**config.mk**
```make
export PLATFORM = sky130hd
export DESIGN_NAME = axi4s_to_vid_out_bd_wrapper_top
export DESIGN_NICKNAME = d
export VERILOG_FILES = /design/src/rtl/axi4s_to_vid_out_bd_wrapper_top.sv
export SDC_FILE = /design/constraint.sdc
export NUM_CORES = 1
export LEC_CHECK = 0
export BUFFER_PORTS_ARGS = -buffer_cell sky130_fd_sc_hd__clkbuf_2
export CORE_ASPECT_RATIO = 0.7
export CORE_MARGIN = 4
export CORE_UTILIZATION = 25
export DETAILED_ROUTE_END_ITERATION = 8
export GPL_TIMING_DRIVEN = 0
export HOLD_SLACK_MARGIN = 0.03
export PLACE_DENSITY = 0.52
export SYNTH_ARGS = -nofsm -noshare
export SYNTH_HDL_FRONTEND = slang
export SYNTH_SLANG_ARGS = --single-unit
```
**constraint.sdc**
```tcl
create_clock -name aclk_40MHz -period 9.35 [get_ports aclk_40MHz]
set_input_delay 0.4675 -clock aclk_40MHz [delete_from_list [all_inputs] [get_ports aclk_40MHz]]
set_output_delay 0.4675 -clock aclk_40MHz [all_outputs]
set_load 0.1 [all_outputs]
```
**src/rtl/axi4s_to_vid_out_bd_wrapper_top.sv**
```systemverilog
// Test-pattern video timing generator with an AXI4-Lite control port.
// Produces a programmable W x H frame (htotal = W+256, vtotal = H+28)
// with registered blanking/sync flags and a selectable background pattern.
// Optional build macro: VID_SYNC_ACTIVE_LOW_EN -- when defined, vid_hsync and
// vid_vsync are driven active-low (idle high); otherwise they are active-high.
module axi4s_to_vid_out_bd_wrapper_top (
    input  logic        aclk_40MHz,
    input  logic        aresetn_0,
    input  logic [11:0] s_axi_awaddr,
    input  logic        s_axi_awvalid,
    output logic        s_axi_awready,
    input  logic [31:0] s_axi_wdata,
    input  logic [3:0]  s_axi_wstrb,
    input  logic        s_axi_wvalid,
    output logic        s_axi_wready,
    output logic [1:0]  s_axi_bresp,
    output logic        s_axi_bvalid,
    input  logic        s_axi_bready,
    input  logic [11:0] s_axi_araddr,
    input  logic        s_axi_arvalid,
    output logic        s_axi_arready,
    output logic [31:0] s_axi_rdata,
    output logic [1:0]  s_axi_rresp,
    output logic        s_axi_rvalid,
    input  logic        s_axi_rready,
    output logic [23:0] vid_data,
    output logic        vid_hblank,
    output logic        vid_vblank,
    output logic        vid_hsync,
    output logic        vid_vsync
);

    localparam logic [11:0] ADDR_CTRL = 12'h000;
    localparam logic [11:0] ADDR_H    = 12'h010;
    localparam logic [11:0] ADDR_W    = 12'h018;
    localparam logic [11:0] ADDR_BG   = 12'h020;

    typedef enum logic {IDLE, RUN} state_t;

    state_t      state_q;
    logic        wrReady_q;
    logic        bvalid_q;
    logic        arready_q;
    logic        rvalid_q;
    logic [31:0] rdata_q;
    logic        autoRestart_q;
    logic        done_q;
    logic [11:0] regH_q;
    logic [11:0] regW_q;
    logic [7:0]  regBg_q;
    logic [11:0] wLat_q;
    logic [11:0] hLat_q;
    logic [7:0]  bgLat_q;
    logic [12:0] h_q;
    logic [12:0] v_q;
    logic [12:0] barCnt_q;
    logic [2:0]  barIdx_q;
    logic [12:0] barCnt_d;
    logic [2:0]  barIdx_d;
    logic        hblank_q;
    logic        vblank_q;
    logic        hsync_q;
    logic        vsync_q;
    logic [23:0] data_q;

    logic        wrEn;
    logic        rdEn;
    logic        startReq;
    logic [31:0] rdMux;
    logic [11:0] wEff;
    logic [11:0] hEff;
    logic [12:0] wExt;
    logic [12:0] hExt;
    logic [12:0] barLast;
    logic        lineEnd;
    logic        frameEnd;
    logic        hBlankC;
    logic        vBlankC;
    logic        hSyncC;
    logic        vSyncC;
    logic [23:0] barColor;
    logic [23:0] pixC;
    logic        unusedBits;

    assign unusedBits = ^{s_axi_wdata[31:12], s_axi_wstrb[3:2]};

    assign wrEn     = wrReady_q && s_axi_awvalid && s_axi_wvalid;
    assign rdEn     = arready_q && s_axi_arvalid;
    assign startReq = wrEn && (s_axi_awaddr == ADDR_CTRL) && s_axi_wstrb[0]
                      && s_axi_wdata[0] && (state_q == IDLE);

    assign wEff = (regW_q < 12'd8) ? 12'd8 : regW_q;
    assign hEff = (regH_q == 12'd0) ? 12'd1 : regH_q;
    assign wExt = {1'b0, wLat_q};
    assign hExt = {1'b0, hLat_q};

    assign lineEnd  = (h_q == wExt + 13'd255);
    assign frameEnd = lineEnd && (v_q == hExt + 13'd27);

    assign hBlankC = (h_q >= wExt);
    assign hSyncC  = (h_q >= wExt + 13'd40) && (h_q < wExt + 13'd168);
    assign vBlankC = (v_q >= hExt);
    assign vSyncC  = (v_q >= hExt + 13'd1) && (v_q < hExt + 13'd5);

    assign barLast = {4'b0, wLat_q[11:3]} - 13'd1;

    // Bar tracker advances to the next bar every W/8 pixels; bar 7 keeps the remainder
    always_comb begin
        barCnt_d = barCnt_q + 13'd1;
        barIdx_d = barIdx_q;
        if ((barIdx_q != 3'd7) && (barCnt_q == barLast)) begin
            barCnt_d = 13'd0;
            barIdx_d = barIdx_q + 3'd1;
        end
    end

    // Colour-bar palette in the {R,B,G} byte order of vid_data
    always_comb begin
        barColor = 24'h000000;
        case (barIdx_q)
            3'd0: barColor = 24'hFFFFFF;
            3'd1: barColor = 24'hFF00FF;
            3'd2: barColor = 24'h00FFFF;
            3'd3: barColor = 24'h0000FF;
            3'd4: barColor = 24'hFFFF00;
            3'd5: barColor = 24'hFF0000;
            3'd6: barColor = 24'h00FF00;
            default: barColor = 24'h000000;
        endcase
    end

    // Pattern selection from the background ID latched at frame start
    always_comb begin
        pixC = 24'h000000;
        case (bgLat_q)
            8'd1: pixC = {h_q[7:0], h_q[7:0], h_q[7:0]};
            8'd2: pixC = {v_q[7:0], v_q[7:0], v_q[7:0]};
            8'd4: pixC = 24'hFF0000;
            8'd5: pixC = 24'h0000FF;
            8'd6: pixC = 24'h00FF00;
            8'd8: pixC = 24'hFFFFFF;
            8'd9: pixC = barColor;
            default: pixC = 24'h000000;
        endcase
    end

    // Register read multiplexer; unmapped addresses read as zero
    always_comb begin
        rdMux = 32'h0;
        case (s_axi_araddr)
            ADDR_CTRL: rdMux = {24'h0, autoRestart_q, 4'b0, (state_q == IDLE), done_q, (state_q == RUN)};
            ADDR_H:    rdMux = {20'h0, regH_q};
            ADDR_W:    rdMux = {20'h0, regW_q};
            ADDR_BG:   rdMux = {24'h0, regBg_q};
            default:   rdMux = 32'h0;
        endcase
    end

    // AXI write channel: accept address and data together, one response outstanding
    always_ff @(posedge aclk_40MHz or negedge aresetn_0) begin
        if (!aresetn_0) begin
            wrReady_q     <= 1'b0;
            bvalid_q      <= 1'b0;
            autoRestart_q <= 1'b0;
            regH_q        <= 12'd0;
            regW_q        <= 12'd0;
            regBg_q       <= 8'd0;
        end else begin
            wrReady_q <= !wrReady_q && s_axi_awvalid && s_axi_wvalid && !bvalid_q;
            if (wrEn) begin
                bvalid_q <= 1'b1;
            end else if (bvalid_q && s_axi_bready) begin
                bvalid_q <= 1'b0;
            end
            if (wrEn) begin
                case (s_axi_awaddr)
                    ADDR_CTRL: if (s_axi_wstrb[0]) autoRestart_q <= s_axi_wdata[7];
                    ADDR_H: begin
                        if (s_axi_wstrb[0]) regH_q[7:0]  <= s_axi_wdata[7:0];
                        if (s_axi_wstrb[1]) regH_q[11:8] <= s_axi_wdata[11:8];
                    end
                    ADDR_W: begin
                        if (s_axi_wstrb[0]) regW_q[7:0]  <= s_axi_wdata[7:0];
                        if (s_axi_wstrb[1]) regW_q[11:8] <= s_axi_wdata[11:8];
                    end
                    ADDR_BG: if (s_axi_wstrb[0]) regBg_q <= s_axi_wdata[7:0];
                    default: ;
                endcase
            end
        end
    end

    // AXI read channel: one read outstanding, data captured at address handshake
    always_ff @(posedge aclk_40MHz or negedge aresetn_0) begin
        if (!aresetn_0) begin
            arready_q <= 1'b0;
            rvalid_q  <= 1'b0;
            rdata_q   <= 32'h0;
        end else begin
            arready_q <= !arready_q && s_axi_arvalid && !rvalid_q;
            if (rdEn) begin
                rvalid_q <= 1'b1;
                rdata_q  <= rdMux;
            end else if (rvalid_q && s_axi_rready) begin
                rvalid_q <= 1'b0;
            end
        end
    end

    // Frame sequencer: raster counters, geometry latch at frame start, done flag
    always_ff @(posedge aclk_40MHz or negedge aresetn_0) begin
        if (!aresetn_0) begin
            state_q  <= IDLE;
            h_q      <= 13'd0;
            v_q      <= 13'd0;
            wLat_q   <= 12'd0;
            hLat_q   <= 12'd0;
            bgLat_q  <= 8'd0;
            barCnt_q <= 13'd0;
            barIdx_q <= 3'd0;
            done_q   <= 1'b0;
        end else begin
            if (rdEn && (s_axi_araddr == ADDR_CTRL)) begin
                done_q <= 1'b0;
            end
            case (state_q)
                IDLE: begin
                    if (startReq) begin
                        state_q  <= RUN;
                        h_q      <= 13'd0;
                        v_q      <= 13'd0;
                        wLat_q   <= wEff;
                        hLat_q   <= hEff;
                        bgLat_q  <= regBg_q;
                        barCnt_q <= 13'd0;
                        barIdx_q <= 3'd0;
                    end
                end
                RUN: begin
                    if (frameEnd) begin
                        h_q      <= 13'd0;
                        v_q      <= 13'd0;
                        barCnt_q <= 13'd0;
                        barIdx_q <= 3'd0;
                        if (autoRestart_q) begin
                            wLat_q  <= wEff;
                            hLat_q  <= hEff;
                            bgLat_q <= regBg_q;
                        end else begin
                            state_q <= IDLE;
                            done_q  <= 1'b1;
                        end
                    end else if (lineEnd) begin
                        h_q      <= 13'd0;
                        v_q      <= v_q + 13'd1;
                        barCnt_q <= 13'd0;
                        barIdx_q <= 3'd0;
                    end else begin
                        h_q      <= h_q + 13'd1;
                        barCnt_q <= barCnt_d;
                        barIdx_q <= barIdx_d;
                    end
                end
                default: state_q <= IDLE;
            endcase
        end
    end

    // Registered video outputs, one cycle behind the raster counters
    always_ff @(posedge aclk_40MHz or negedge aresetn_0) begin
        if (!aresetn_0) begin
            hblank_q <= 1'b1;
            vblank_q <= 1'b1;
            hsync_q  <= 1'b0;
            vsync_q  <= 1'b0;
            data_q   <= 24'h0;
        end else if (state_q != RUN) begin
            hblank_q <= 1'b1;
            vblank_q <= 1'b1;
            hsync_q  <= 1'b0;
            vsync_q  <= 1'b0;
            data_q   <= 24'h0;
        end else begin
            hblank_q <= hBlankC;
            vblank_q <= vBlankC;
            hsync_q  <= hSyncC;
            vsync_q  <= vSyncC;
            data_q   <= (hBlankC || vBlankC) ? 24'h0 : pixC;
        end
    end

    assign s_axi_awready = wrReady_q;
    assign s_axi_wready  = wrReady_q;
    assign s_axi_bvalid  = bvalid_q;
    assign s_axi_bresp   = 2'b00;
    assign s_axi_arready = arready_q;
    assign s_axi_rvalid  = rvalid_q;
    assign s_axi_rdata   = rdata_q;
    assign s_axi_rresp   = 2'b00;

    assign vid_data   = data_q;
    assign vid_hblank = hblank_q;
    assign vid_vblank = vblank_q;
`ifdef VID_SYNC_ACTIVE_LOW_EN
    assign vid_hsync = ~hsync_q;
    assign vid_vsync = ~vsync_q;
`else
    assign vid_hsync = hsync_q;
    assign vid_vsync = vsync_q;
`endif

endmodule

```
# ---- Word-level counts from Yosys, hierarchy flattened
# Index checks and enable logic that the tools add are counted.
dict set report classes {
  n_addsub 11
  magnitude_cmp 7
  n_eq_ne 28
  mux 51
  bitwise_logic 1
  n_reduce_logical 39
}
# cell n
set ops {}
lappend ops {{$pmux W24 S7} 2}
lappend ops {{$mux W13} 8}
lappend ops {{$mux W12} 8}
lappend ops {{$pmux W13 S2} 3}
lappend ops {{$eq A12 B5 Y1 const B} 4}
lappend ops {{$mux W24} 2}
lappend ops {{$pmux W12 S2} 2}
lappend ops {{$pmux W12 S4} 1}
lappend ops {{$add A13 B1 Y13 const B} 3}
lappend ops {{$eq A13 B13 Y1} 3}
lappend ops {{$logic_not A12 Y1} 3}
lappend ops {{$add A12 B8 Y13 const B} 2}
lappend ops {{$ge A13 B12 Y1} 2}
lappend ops {{$ge A13 B13 Y1} 2}
lappend ops {{$lt A13 B13 Y1} 2}
lappend ops {{$eq A12 B6 Y1 const B} 2}
lappend ops {{$eq A8 B3 Y1 const B} 3}
lappend ops {{$mux W8} 3}
lappend ops {{$reduce_and A3 Y1} 7}
lappend ops {{$logic_and A1 B1 Y1} 19}
lappend ops {{$eq A8 B4 Y1 const B} 2}
lappend ops {{$pmux W8 S2} 1}
lappend ops {{$mux W1} 15}
lappend ops {{$add A12 B1 Y13 const B} 1}
lappend ops {{25 further kinds} 37}
dict set report totals {
  regBits 173
  in_bits 67
  out_inout_bits 69
  elab_cells 162
}

# ---- Logic depth before layout (Yosys ltp)
dict set report logic_depth {
  ltp_word 8
  mapped_depth 13
  depth_no_buf 12
}

# ---- Worst setup path after synthesis
# Ideal clock, no wire load.
dict set report synth_path {
  kind {reg2reg}
  start {register wLat_q[3]}
  end {register hLat_q[10]}
  setup_time_ns 0.127
  arrival_time_ns 2.967
  required_time_ns 9.223
  slack_ns 6.256
  path_stages_with_launch 12
  path_buffers 2
  period_less_slack_ns 3.094
  path_cell_list {dfrtp_1 -> buf_2 -> inv_1 -> ha_1 -> or4b_1 -> o21ai_0 -> a211oi_1 -> a211oi_2 -> nand4_1 -> o32ai_4 -> buf_6 -> mux2_1}
}
dict set report synth_via {
  elab_chain_cells 5
}
# item line_no
set synth_rtl {}
lappend synth_rtl {{from (decl)} 51} ;# logic [11:0] wLat_q;
lappend synth_rtl {{from (signal assigned)} 232} ;# wLat_q <= wEff;
lappend synth_rtl {{from (signal assigned)} 246} ;# wLat_q <= wEff;
lappend synth_rtl {{$add A12 B8 Y13} 97} ;# assign lineEnd = (h_q == wExt + 13'd255);
lappend synth_rtl {{$eq A13 B13 Y1} 97}
lappend synth_rtl {{$logic_and A1 B1 Y1} 98} ;# assign frameEnd = lineEnd && (v_q == hExt + 13'd27);
lappend synth_rtl {{$ne A2 B1 Y1 (no line)} -}
lappend synth_rtl {{$reduce_and A3 Y1 (no line)} -}
lappend synth_rtl {{to (signal assigned)} 217} ;# hLat_q <= 12'd0;
lappend synth_rtl {{to (signal assigned)} 233} ;# hLat_q <= hEff;
lappend synth_rtl {{to (signal assigned)} 247} ;# hLat_q <= hEff;
lappend synth_rtl {{to (decl)} 52} ;# logic [11:0] hLat_q;
# No other way between the ends.
# A chain may end at the register's enable or synchronous reset.

# ---- Worst setup path after layout
dict set report layout_path {
  start {register wLat_q[3]}
  end {register bgLat_q[7]}
}
dict set report layout_via {
  elab_chain_cells 5
}
# item line_no
set layout_rtl {}
lappend layout_rtl {{$add A12 B8 Y13} 97}
lappend layout_rtl {{$eq A13 B13 Y1} 97}
lappend layout_rtl {{$logic_and A1 B1 Y1} 98}
lappend layout_rtl {{$ne A2 B1 Y1 (no line)} -}
lappend layout_rtl {{$reduce_and A3 Y1 (no line)} -}
lappend layout_rtl {{to (signal assigned)} 234} ;# bgLat_q <= regBg_q;
lappend layout_rtl {{to (signal assigned)} 248} ;# bgLat_q <= regBg_q;
lappend layout_rtl {{to (decl)} 53} ;# logic [7:0] bgLat_q;
# No other way between the ends.

==> impl_metrics.env <==
export IMPL_synth_cell_types=75
export IMPL_area_growth_pct=18.2
export IMPL_antennaDiodeCount=0
export IMPL_clock_skew_ps=19.5
export IMPL_clkPwrFrac_pct=46.8
export IMPL_crit_path_cell_trace="buf_2 -> inv_1 -> ha_1 -> or4b_1 -> o21ai_0 -> a211oi_1 -> a211oi_2 -> nand4_1 -> o32ai_4 -> buf_6 -> mux2_1"
export IMPL_hold_path_depth=2
export IMPL_layout_drive_gt1_share_pct=17.2
export IMPL_r2r_end="bgLat_q[7]"
export IMPL_clkTransAtPathRegs_ps=80
export IMPL_multi_input_area_um2=5850
export IMPL_cp_num_buf_inv=3
export IMPL_power_switching_mw=0.418
export IMPL_ios=136
export IMPL_grt_ovfl_total=0
export IMPL_clkSinkCount=153
export IMPL_post_dp_hpwl_um=23600
export IMPL_synth_seq_area_share_pct=37.7
export IMPL_period_share_pct=42.8
export IMPL_final_setup_worst_slack_ps=5350
export IMPL_cp_slowest_stage_delay_ps=560
export IMPL_status="finished clean"
export IMPL_yosys_warnings=0
export IMPL_crit_reg2reg_launch="wLat_q[3]"
export IMPL_synth_area_leaders="dfrtp_1 37%, ha_1 9.7%, xnor2_1 4.8%"
export IMPL_power_switching_share_pct=28.6
export IMPL_start_kind="flip-flop"
export IMPL_grt_pass1_wl_um=47400
export IMPL_cts_resized=0
export IMPL_setup_tns_ps=0
export IMPL_cts_root_buf="clkbuf_16"
export IMPL_power_internal_mw=1.04
export IMPL_rrSetupSlack_ps=5350
export IMPL_combPwrFrac_pct=7.5
export IMPL_grt_pass1_vias=8274
export IMPL_tightest_slew_ps=1330
export IMPL_postRouteAntennaNets=0
export IMPL_grt_start_max_net_pins=95
export IMPL_postCtsSetupBuffers=0
export IMPL_crit_path_end="bgLat_q[7]"
export IMPL_synth_cells=1071
export IMPL_die_area_um2=44000
export IMPL_netlist_area_um2=10200
export IMPL_cts_path_max_buffers=2
export IMPL_path_max_fanout=10
export IMPL_synth_compound_area_share_pct=14.2
export IMPL_die_w_um=249
export IMPL_via_per_inst=4.88
export IMPL_core_um2=39900
export IMPL_p_per_area_nw_per_um2=122
export IMPL_cp_slowest_cell="or4b_1"
export IMPL_num_rows=61
export IMPL_synth_top_family_by_area="simple AND/OR/NAND/NOR gates"
export IMPL_synthMuxAreaShare_pct=8.45
export IMPL_clk_latency_ps=450
export IMPL_maxSlewViolCount=0
export IMPL_crit_cells=11
export IMPL_synth_async_reset_ratio_pct=100
export IMPL_final_hold_viol_count=0
export IMPL_synth_top_cell_by_area="dfrtp_1"
export IMPL_gp_congestion=0.869
export IMPL_endpoint_kind="flip-flop"
export IMPL_track_usage_pct=13.6
export IMPL_yosysTopAreaCellShare_pct=37.2
export IMPL_vias=8549
export IMPL_antenna_found_initial=0
export IMPL_grt_setup_unrepaired="no"
export IMPL_synth_seq_cells=153
export IMPL_setup_viol=0
export IMPL_worstHoldPathType="in -> reg"
export IMPL_cp_startpoint="wLat_q[3]"
export IMPL_synth_main_ff_cell="dfrtp_1"
export IMPL_critical_path_top_delay_family="compound AO/OA/AOI/OAI gates"
export IMPL_io_buffers=88
export IMPL_drv_cap=0
export IMPL_n_fill_cell=4203
export IMPL_crit_arrival_ps=4340
export IMPL_dr_pass1_iters=5
export IMPL_wirelength_um=30200
export IMPL_synth_edff_count=0
export IMPL_yosys_area_share_simple_pct=17.5
export IMPL_final_design_area_no_fill_um2=12000
export IMPL_synth_fa_ha_area_share_pct=9.72
export IMPL_dp_slack_ps=5460
export IMPL_routedWlPerCell_um=17.2
export IMPL_cts_tree="built"
export IMPL_path_class="reg -> reg"
export IMPL_cts_max_level=4
export IMPL_first_iter_violations=710
export IMPL_relSlewSlack_pct=10.4
export IMPL_seqCellArea_um2=3830
export IMPL_synth_avg_cell_area_um2=9.49
export IMPL_remaining_drc_errors=0
export IMPL_min_period_ps=4000
export IMPL_nets=1351
export IMPL_start_util_pct=25.5
export IMPL_required_ps=9680
export IMPL_die_h_um=177
export IMPL_fmax_mhz=250
export IMPL_power_frac_seq_pct=45.7
export IMPL_ir_drop_mv=0.166
export IMPL_reg2reg_depth=11
export IMPL_power_leakage_nw=5.32
export IMPL_numCtsBuffers=17
export IMPL_cts_hold_buf=1
export IMPL_placed_cell_area_um2=11400
export IMPL_synth_xor_area_share_pct=6.63
==> registers in the layout, summed over array words and instances (netlist names), 3 cells and up <==
name / flops
bgLat_q: 8
vid_data: 24
v_q: 13
hLat_q: 12
regW_q: 12
h_q: 13
barIdx_q: 3
regH_q: 12
barCnt_q: 13
s_axi_rdata: 12
regBg_q: 8
wLat_q: 12
==> metal layers <==
layer	routed length, µm	up-vias	GRT usage (%)	share of wire (%)
met5	0	-	0	0
met4	306	0	3.14	1.0
met3	1810	21	3.35	6.0
met2	11700	255	18.4	39
met1	16300	4174	21.4	54
li1	-	4099	-	-
==> synth_stat cells (5+ instances only) <==
| master | count |
|---|---|
| dfrtp_1 | 151 |
| nor2_1 | 81 |
| ha_1 | 79 |
| nand2_1 | 66 |
| o21ai_0 | 57 |
| xnor2_1 | 56 |
| nor3_1 | 55 |
| inv_1 | 51 |
| mux2_2 | 35 |
| nand3_1 | 33 |
| clkbuf_1 | 29 |
| mux2_1 | 28 |
| a21oi_1 | 27 |
| buf_4 | 25 |
| and3_1 | 23 |
| nand2b_1 | 21 |
| xor2_1 | 21 |
| a22o_1 | 18 |
| nand4_1 | 17 |
| mux2i_1 | 15 |
| o21a_1 | 14 |
| a211oi_1 | 12 |
| a31oi_1 | 12 |
| nor2b_1 | 12 |
| a21o_1 | 11 |
| buf_2 | 9 |
| nor4_1 | 9 |
| nor3b_1 | 8 |
| o211ai_1 | 7 |
| or4_1 | 6 |
| a211o_1 | 5 |
| o31ai_1 | 5 |
==> cells by family (layout without fill, tap and decap cells) <==
group,after synthesis,after routing
adders and majority gates,79,79
DFF,153,153
buffers and inverters,122,245
other,1,24
xor gates and xnor gates,77,77
AOI/OAI and AO/OA,209,209
muxes,78,78
and+or+nand+nor,352,352
==> cells in the final DEF, fill, tap and decap left out, drive strengths merged, types with 4 or more instances in the layout <==
| cell type | count |
|---|---|
| nor4 | 9 |
| or3 | 4 |
| dfrtp | 151 |
| o211ai | 7 |
| a22o | 18 |
| nand2b | 21 |
| mux2 | 63 |
| nand3 | 33 |
| clkinv | 6 |
| a222oi | 4 |
| nand2 | 66 |
| a2111oi | 5 |
| ha | 79 |
| nor3 | 56 |
| clkbuf | 136 |
| a31oi | 12 |
| nor3b | 8 |
| mux2i | 15 |
| nand4 | 17 |
| and3 | 23 |
| o21a | 14 |
| inv | 60 |
| xnor2 | 56 |
| or4 | 6 |
| o22ai | 4 |
| nor2 | 82 |
| conb | 24 |
| o21ai | 58 |
| a211o | 5 |
| a211oi | 13 |
| o2111ai | 4 |
| nor2b | 12 |
| o31ai | 5 |
| buf | 42 |
| a21oi | 27 |
| a21o | 11 |
| xor2 | 21 |
==> worst register-to-register path, stage by stage, from the launching register on <==
cell and delay, ps:
dfrtp_1 430, buf_2 220, inv_1 110, ha_1 350, or4b_1 560, o21ai_0 380
a211oi_1 110, a211oi_2 330, nand4_1 340, o32ai_4 490, buf_6 240, mux2_1 340
==> worst min-delay path by stage <==
stage | startpoint | endpoint | slack (ps)
floorplan | aresetn_0 | autoRestart_q | 170
global placement | s_axi_rvalid | s_axi_arready | 450
detailed placement | s_axi_rvalid | s_axi_arready | 460
CTS | s_axi_rready | s_axi_rvalid | 170
global route | s_axi_rready | s_axi_rvalid | 180
finish | s_axi_rready | s_axi_rvalid | 190
==> through the flow <==
stage	hold slack [ps]	power, mW	std cells	utilization [%]
final	188	1.46	1752	30.1
after global placement	450	0.788	1717	28.5
after CTS	168	1.48	1751	30.1
after global routing	180	1.51	1752	30.1
after floorplan	172	0.756	1094	-
after detailed placement	456	0.791	1719	28.6
==> power groups by stage <==
stage                     clock (mW)  sequential [mW]  combinational, mW
after CTS                      0.703            0.667              0.111
after global placement             0            0.680              0.108
after global routing           0.728            0.667              0.118
after floorplan                    0            0.691             0.0647
after detailed placement           0            0.680              0.111
final                          0.683            0.667              0.110
==> area by class of cell <==
cell class	count	area share, %
clock buffer	17	3.54
tap	535	5.57
clock inverter	14	1.27
multi-input combinational	819	48.6
buffer	70	3.27
timing repair buffer	92	4.21
inverter	52	1.62
sequential	153	31.9
(Power assumes the default switching activity.)
